**config.mk**
```make
export PLATFORM = sky130hd
export DESIGN_NAME = burst_master_port
export DESIGN_NICKNAME = d
export VERILOG_FILES = /design/src/rtl/burst_master_port.sv
export SDC_FILE = /design/constraint.sdc
export NUM_CORES = 1
export LEC_CHECK = 0
export ABC_AREA = 0
export BUFFER_PORTS_ARGS = -buffer_cell sky130_fd_sc_hd__clkbuf_2
export CAP_MARGIN = 20
export CORE_MARGIN = 4
export CORE_UTILIZATION = 30
export CTS_CLUSTER_DIAMETER = 50
export CTS_CLUSTER_SIZE = 40
export DETAILED_ROUTE_END_ITERATION = 7
export GPL_ROUTABILITY_DRIVEN = 0
export PLACE_DENSITY = 0.54
export REMOVE_ABC_BUFFERS = 1
export SETUP_SLACK_MARGIN = 0.3
export SYNTH_ARGS = -nofsm -noshare
export SYNTH_HDL_FRONTEND = slang
export SYNTH_SLANG_ARGS = --single-unit
```
**constraint.sdc**
```tcl
create_clock -name clk -period 2.8 [get_ports clk]
set_input_delay 0.14 -clock clk [delete_from_list [all_inputs] [get_ports clk]]
set_output_delay 0.14 -clock clk [all_outputs]
set_load 0.01 [all_outputs]
```
**src/rtl/burst_master_port.sv**
```systemverilog
// Serial bus master port: arbitrates for the bus, shifts the address out MSB-first,
// then moves DATA_W-bit beats. Supports bursts, device-select timeout with retry, and split reads.
module burst_master_port #(
  parameter int DATA_W    = 8,
  parameter int ADDR_W    = 16,
  parameter int DEV_W     = 4,
  parameter int TIMEOUT   = 64,
  parameter int MAX_RETRY = 3,
  parameter int MAX_BURST = 4
) (
  input  logic                         clk,
  input  logic                         rstn,
  output logic                         mode,
  output logic                         wr_bus,
  input  logic                         rd_bus,
  input  logic                         ack,
  output logic                         master_valid,
  input  logic                         slave_ready,
  output logic                         master_ready,
  input  logic                         slave_valid,
  output logic                         breq,
  input  logic                         bgrant,
  input  logic                         split,
  input  logic [ADDR_W-1:0]            m_addr,
  input  logic                         m_mode,
  input  logic [$clog2(MAX_BURST)-1:0] m_len,
  input  logic                         m_start,
  input  logic [DATA_W-1:0]            m_wr_data,
  output logic                         m_wr_req,
  output logic [DATA_W-1:0]            m_rd_data,
  output logic                         m_wr_en,
  output logic                         m_busy,
  output logic                         m_done,
  output logic                         m_err
);

  localparam int LEN_W = $clog2(MAX_BURST);
  localparam int MAXW  = (ADDR_W > DATA_W) ? ADDR_W : DATA_W;
  localparam int CNT_W = $clog2(MAXW + 1);
  localparam int TO_W  = $clog2(TIMEOUT + 1);
  localparam int RT_W  = $clog2(MAX_RETRY + 2);

  typedef enum logic [3:0] {
    IDLE, REQ, FETCH, DEV, ADDR, WR_DATA, WR_LOAD, RD_DATA, SPLIT, TOUT, DONE, ERR
  } state_t;

  state_t              state_q, state_d;
  logic [ADDR_W-1:0]   addr_q, addr_d;
  logic [DATA_W-1:0]   wdata_q, wdata_d;
  logic [DATA_W-2:0]   rdsh_q, rdsh_d;
  logic [DATA_W-1:0]   rd_data_q, rd_data_d;
  logic                mode_q, mode_d;
  logic                wr_en_q, wr_en_d;
  logic [LEN_W-1:0]    len_q, len_d;
  logic [LEN_W-1:0]    beat_q, beat_d;
  logic [CNT_W-1:0]    bit_q, bit_d;
  logic [TO_W-1:0]     tout_q, tout_d;
  logic [RT_W-1:0]     retry_q, retry_d;
  logic [DATA_W-1:0]   rd_word;

  assign rd_word      = {rdsh_q, rd_bus};
  assign mode         = mode_q;
  assign m_rd_data    = rd_data_q;
  assign m_wr_en      = wr_en_q;
  assign m_busy       = (state_q != IDLE);
  assign wr_bus       = (state_q == WR_DATA || state_q == WR_LOAD) ? wdata_q[DATA_W-1]
                                                                   : addr_q[ADDR_W-1];

  always_ff @(posedge clk) begin
    if (!rstn) begin
      state_q   <= IDLE;
      addr_q    <= '0;
      wdata_q   <= '0;
      rdsh_q    <= '0;
      rd_data_q <= '0;
      mode_q    <= 1'b0;
      wr_en_q   <= 1'b0;
      len_q     <= '0;
      beat_q    <= '0;
      bit_q     <= '0;
      tout_q    <= '0;
      retry_q   <= '0;
    end else begin
      state_q   <= state_d;
      addr_q    <= addr_d;
      wdata_q   <= wdata_d;
      rdsh_q    <= rdsh_d;
      rd_data_q <= rd_data_d;
      mode_q    <= mode_d;
      wr_en_q   <= wr_en_d;
      len_q     <= len_d;
      beat_q    <= beat_d;
      bit_q     <= bit_d;
      tout_q    <= tout_d;
      retry_q   <= retry_d;
    end
  end

  always_comb begin
    state_d      = state_q;
    addr_d       = addr_q;
    wdata_d      = wdata_q;
    rdsh_d       = rdsh_q;
    rd_data_d    = rd_data_q;
    mode_d       = mode_q;
    wr_en_d      = 1'b0;
    len_d        = len_q;
    beat_d       = beat_q;
    bit_d        = bit_q;
    tout_d       = tout_q;
    retry_d      = retry_q;
    master_valid = 1'b0;
    master_ready = 1'b0;
    breq         = 1'b0;
    m_wr_req     = 1'b0;
    m_done       = 1'b0;
    m_err        = 1'b0;

    case (state_q)
      IDLE: begin
        if (m_start) state_d = REQ;
      end
      REQ: begin
        breq = 1'b1;
        if (bgrant) state_d = FETCH;
      end
      FETCH: begin
        breq    = 1'b1;
        addr_d  = m_addr;
        mode_d  = m_mode;
        len_d   = m_len;
        wdata_d = m_wr_data;
        bit_d   = '0;
        beat_d  = '0;
        tout_d  = '0;
        state_d = DEV;
      end
      // A completed device-select phase takes priority over a coincident timeout.
      DEV: begin
        breq         = 1'b1;
        master_valid = 1'b1;
        tout_d       = tout_q + TO_W'(1);
        if (slave_ready) begin
          addr_d = addr_q << 1;
          bit_d  = bit_q + CNT_W'(1);
        end
        if (slave_ready && bit_q == CNT_W'(DEV_W - 1)) begin
          state_d = ack ? ADDR : ERR;
        end else if (tout_q == TO_W'(TIMEOUT - 1)) begin
          state_d = TOUT;
          retry_d = retry_q + RT_W'(1);
        end
      end
      ADDR: begin
        breq         = 1'b1;
        master_valid = 1'b1;
        if (slave_ready) begin
          addr_d = addr_q << 1;
          if (bit_q == CNT_W'(ADDR_W - 1)) begin
            bit_d   = '0;
            state_d = mode_q ? WR_DATA : RD_DATA;
          end else begin
            bit_d = bit_q + CNT_W'(1);
          end
        end
      end
      WR_DATA: begin
        breq         = 1'b1;
        master_valid = 1'b1;
        if (slave_ready) begin
          wdata_d = wdata_q << 1;
          if (bit_q == CNT_W'(DATA_W - 1)) begin
            bit_d = '0;
            if (beat_q == len_q) begin
              state_d = DONE;
            end else begin
              m_wr_req = 1'b1;
              beat_d   = beat_q + LEN_W'(1);
              state_d  = WR_LOAD;
            end
          end else begin
            bit_d = bit_q + CNT_W'(1);
          end
        end
      end
      WR_LOAD: begin
        breq    = 1'b1;
        wdata_d = m_wr_data;
        state_d = WR_DATA;
      end
      // split beats slave_valid: the bit on rd_bus is not taken in that cycle.
      RD_DATA: begin
        breq         = 1'b1;
        master_ready = 1'b1;
        if (split) begin
          state_d = SPLIT;
        end else if (slave_valid) begin
          rdsh_d = (DATA_W-1)'(rd_word);
          if (bit_q == CNT_W'(DATA_W - 1)) begin
            rd_data_d = rd_word;
            wr_en_d   = 1'b1;
            bit_d     = '0;
            if (beat_q == len_q) begin
              state_d = DONE;
            end else begin
              beat_d = beat_q + LEN_W'(1);
            end
          end else begin
            bit_d = bit_q + CNT_W'(1);
          end
        end
      end
      SPLIT: begin
        breq = 1'b1;
        if (!split) state_d = RD_DATA;
      end
      TOUT: begin
        state_d = (retry_q <= RT_W'(MAX_RETRY)) ? REQ : ERR;
      end
      DONE: begin
        breq    = 1'b1;
        m_done  = 1'b1;
        retry_d = '0;
        state_d = IDLE;
      end
      ERR: begin
        m_err   = 1'b1;
        retry_d = '0;
        state_d = IDLE;
      end
      default: state_d = IDLE;
    endcase
  end

endmodule

```
==> summary.md <==
| Metric | Value |
|---|---|
| Status | finished clean |
| Leading area contributor after synthesis | dfxtp_1 |
| Root Buffer | clkbuf_8 |
| Latest clock arrival within the worst-skew pair | between 0.3 and 0.4 ns |
| Die area | 0.0124 mm^2 |
| Avg Vias per Cell | 5.00 |
| CTS Buf Count | 9 |
| Most frequent cells after synthesis | nor2_1, dfxtp_1, mux2i_1, nand2_1, a21oi_1 |
| Max cap viols | 0 |
| R2R Path Start | bit_q[0]$_SDFFE_PN0P_ |
| IO Count | 54 |
| Final setup margin | 0.460 ns |
| Yosys Warn Count | 0 |
| Max Freq | around 430 MHz |
| Detailed Route WL | 7840 um |
| Synth top area share | roughly two fifths |
| DRC errors left | 0 |
| DP Area | 0.00360 mm^2 |
| Total power | around 3500 uW |
| Iteration-0 DRC Markers | 140 |
| Count leader, synth | nor2_1 |
| Cts hold-fix bufs | 0 |
| Tcrit/Tclk final | a little over four fifths |
| Ys flop type | dfxtp_1 |
| Final Hold Vio Count | 0 |
| EDFF count, synth | 0 |
| CP Launch Type | flop |
| Core area | 0.0104 mm^2 |
| Nets | 475 |
| Cell variety after synth | between 50 and 60 |
| Share of post-route cells with drive strength above 1 | roughly 20% |
| Number of synthesized register bits | 64 |
| Top post-synthesis cells by area | dfxtp_1, mux2i_1, nor2_1, nand2_1, a21oi_1 |
| Seq/Total Area, Yosys | 39.9% |
| Hpwl dp | 5640 um |
| Fin. max-slew vios | 0 |
| Final Skew | 0.00421 ns |
| Die H | 111 um |
| Area grow syn2layout | 19.4% |
| CP Class | reg -> reg |
| GR Util All Layers | 12.8% |
| PD cells | around 900 mW/mm^2 |
| WP data arrival | 2.56 ns |
| WL per Instance | about 14 um |
| Hold path startpoint | m_wr_data[0] |
| Clock Sinks | 64 |
| Initial antenna violation count | 0 |
| CP Capture Type | flop |
| Max VDD drop | roughly 0.3 mV |
| Die X | 111 um |
| IO Port Bufs | 53 |
| First-pass GRT wire length | around 13000 um |
| RSZ-0062 raised after global routing | no |
| Rel. slew slack | 35.1% |
| Syn Area/Cell | 8.32 um^2 |
| Largest net degree at the start of global routing | 56 |
| Setup WS pre-CTS | between 0.4 and 0.5 ns |
| Crit path from | bit_q[0]$_SDFFE_PN0P_ |
| CTS tree | built |
| Clock Pin Slew Worst Setup and Hold Paths | 0.07 ns |
| Area of the mapped netlist | 0.00321 mm^2 |
| Tightest Pin Transition | just under 1 ns |
| H-tree levels | 3 |
| ANT nets after route | 0 |
| Vias in the first global route | 2845 |
| Minimum clock period | roughly 2.3 ns |
| Drt pass-1 iters | 4 |
| LEAKAGE | 0.00145 uW |
| Req. time, crit path | 3.02 ns |
| Total congestion overflow | 0 |
| Worst-path maximum fanout | 6 |
| Final Cell Area | roughly 0.0038 mm^2 |
| Sum Neg Setup Slack | 0 ns |
| Synthesized instance count | between 300 and 400 |
| N_diodes | 0 |
| Bufs on Longest Clock Path | 2 |
| Async SR Flop Fraction | 0% |
| Cell Rows | 37 |
| Via count | 2871 |
| HP Class | in -> reg |
| Starting Density | ~31% |
| # setup viols final | 0 |
-- where the power goes --
part,total [uW],internal (uW),switching (uW)
logic,1300,560,742
registers,1260,1080,187
clock network,897,528,369
total,3460,2160,1300
-- worst max-delay path: stages (launching register included) --
cell,delay (ns)
dfxtp_1,0.37
ha_1,0.23
or3b_1,0.39
or3b_1,0.45
a32oi_2,0.37
a21oi_1,0.11
a311oi_1,0.32
-- through the flow --
| stage | util (%) | hold slack [ns] | instances |
|---|---|---|---|
| 3_5_place_dp | 34.7 | 0.387 | 558 |
| 3_3_place_gp | 34.7 | 0.377 | 558 |
| 2_1_floorplan | - | 0.256 | 362 |
| 6_report | 37.0 | 0.0375 | 574 |
| 5_1_grt | 37.0 | 0.0369 | 574 |
| 4_1_cts | 36.9 | 0.0157 | 574 |
-- metal layers --
layer  global-route usage (%)  vias up  part of all wire (%)
li1                         -     1465                     -
met1                     16.0     1317                    46
met2                     21.5       79                    47
met3                     3.42       10                   5.1
met4                     4.38        0                   1.3
met5                        0        -                     0
-- final timing paths --
path / cells after the start / slack [ns] / end
max: 6 / 0.46 / state_q[2]$_SDFFE_PN0P_
min: 3 / 0.04 / wdata_q[0]$_SDFFE_PN0P_
max reg2reg: 6 / 0.46 / state_q[2]$_SDFFE_PN0P_
min reg2reg: 2 / 0.45 / wdata_q[3]$_SDFFE_PN0P_
-- cell usage in the layout (no fill, tap or decap), drive strengths merged, types with 2 or more instances in the layout --
cell type   n
nor2       67
dfxtp      64
clkbuf     63
nand2      38
mux2i      38
a21oi      27
a211oi     17
o21ai      11
nor3        9
inv         9
nand3       8
nor2b       8
nand2b      7
buf         7
a22oi       6
ha          6
a311oi      4
or2         4
or3b        3
and3        3
clkinvlp    3
nor3b       2
xnor2       2
nand3b      2
a21o        2
or4         2
or3         2
a31oi       2
o221ai      2
bufinv      2
-- cells by family after synthesis --
| logic type | synth area share, % |
|---|---|
| AND/OR/NAND/NOR | 23.6 |
| multiplexers | 12.2 |
| buffers and inverters | 4.13 |
| flip-flops | 39.9 |
| XOR/XNOR | 0.818 |
| adder cells (fa/ha/maj) | 2.34 |
| AO/OA/AOI/OAI | 17.0 |
-- timing repair --
| item | in CTS | in global routing |
|---|---|---|
| endpoints found under the hold margin | 0 | 0 |
| setup endpoints to repair | 0 | 5 |
| resized for setup | 0 | 2 |
| setup buffers | 0 | 0 |
-- cell type report --
class / count / area [um^2]
clock inverter: 6 / 91.3
clock buffer: 10 / 138
tap: 136 / 170
fill: 1104 / 6530
timing repair buffer: 60 / 318
multi-input combinational: 290 / 1810
inverter: 8 / 30.0
sequential: 64 / 1280
-- registers in the layout, summed over array words and instances (netlist names), 2 cells and up --
| signal | count |
|---|---|
| addr_q | 16 |
| beat_q | 2 |
| bit_q | 5 |
| len_q | 2 |
| m_rd_data | 8 |
| rdsh_q | 7 |
| retry_q | 3 |
| state_q | 4 |
| tout_q | 7 |
| wdata_q | 8 |
(Power assumes the default switching activity.)
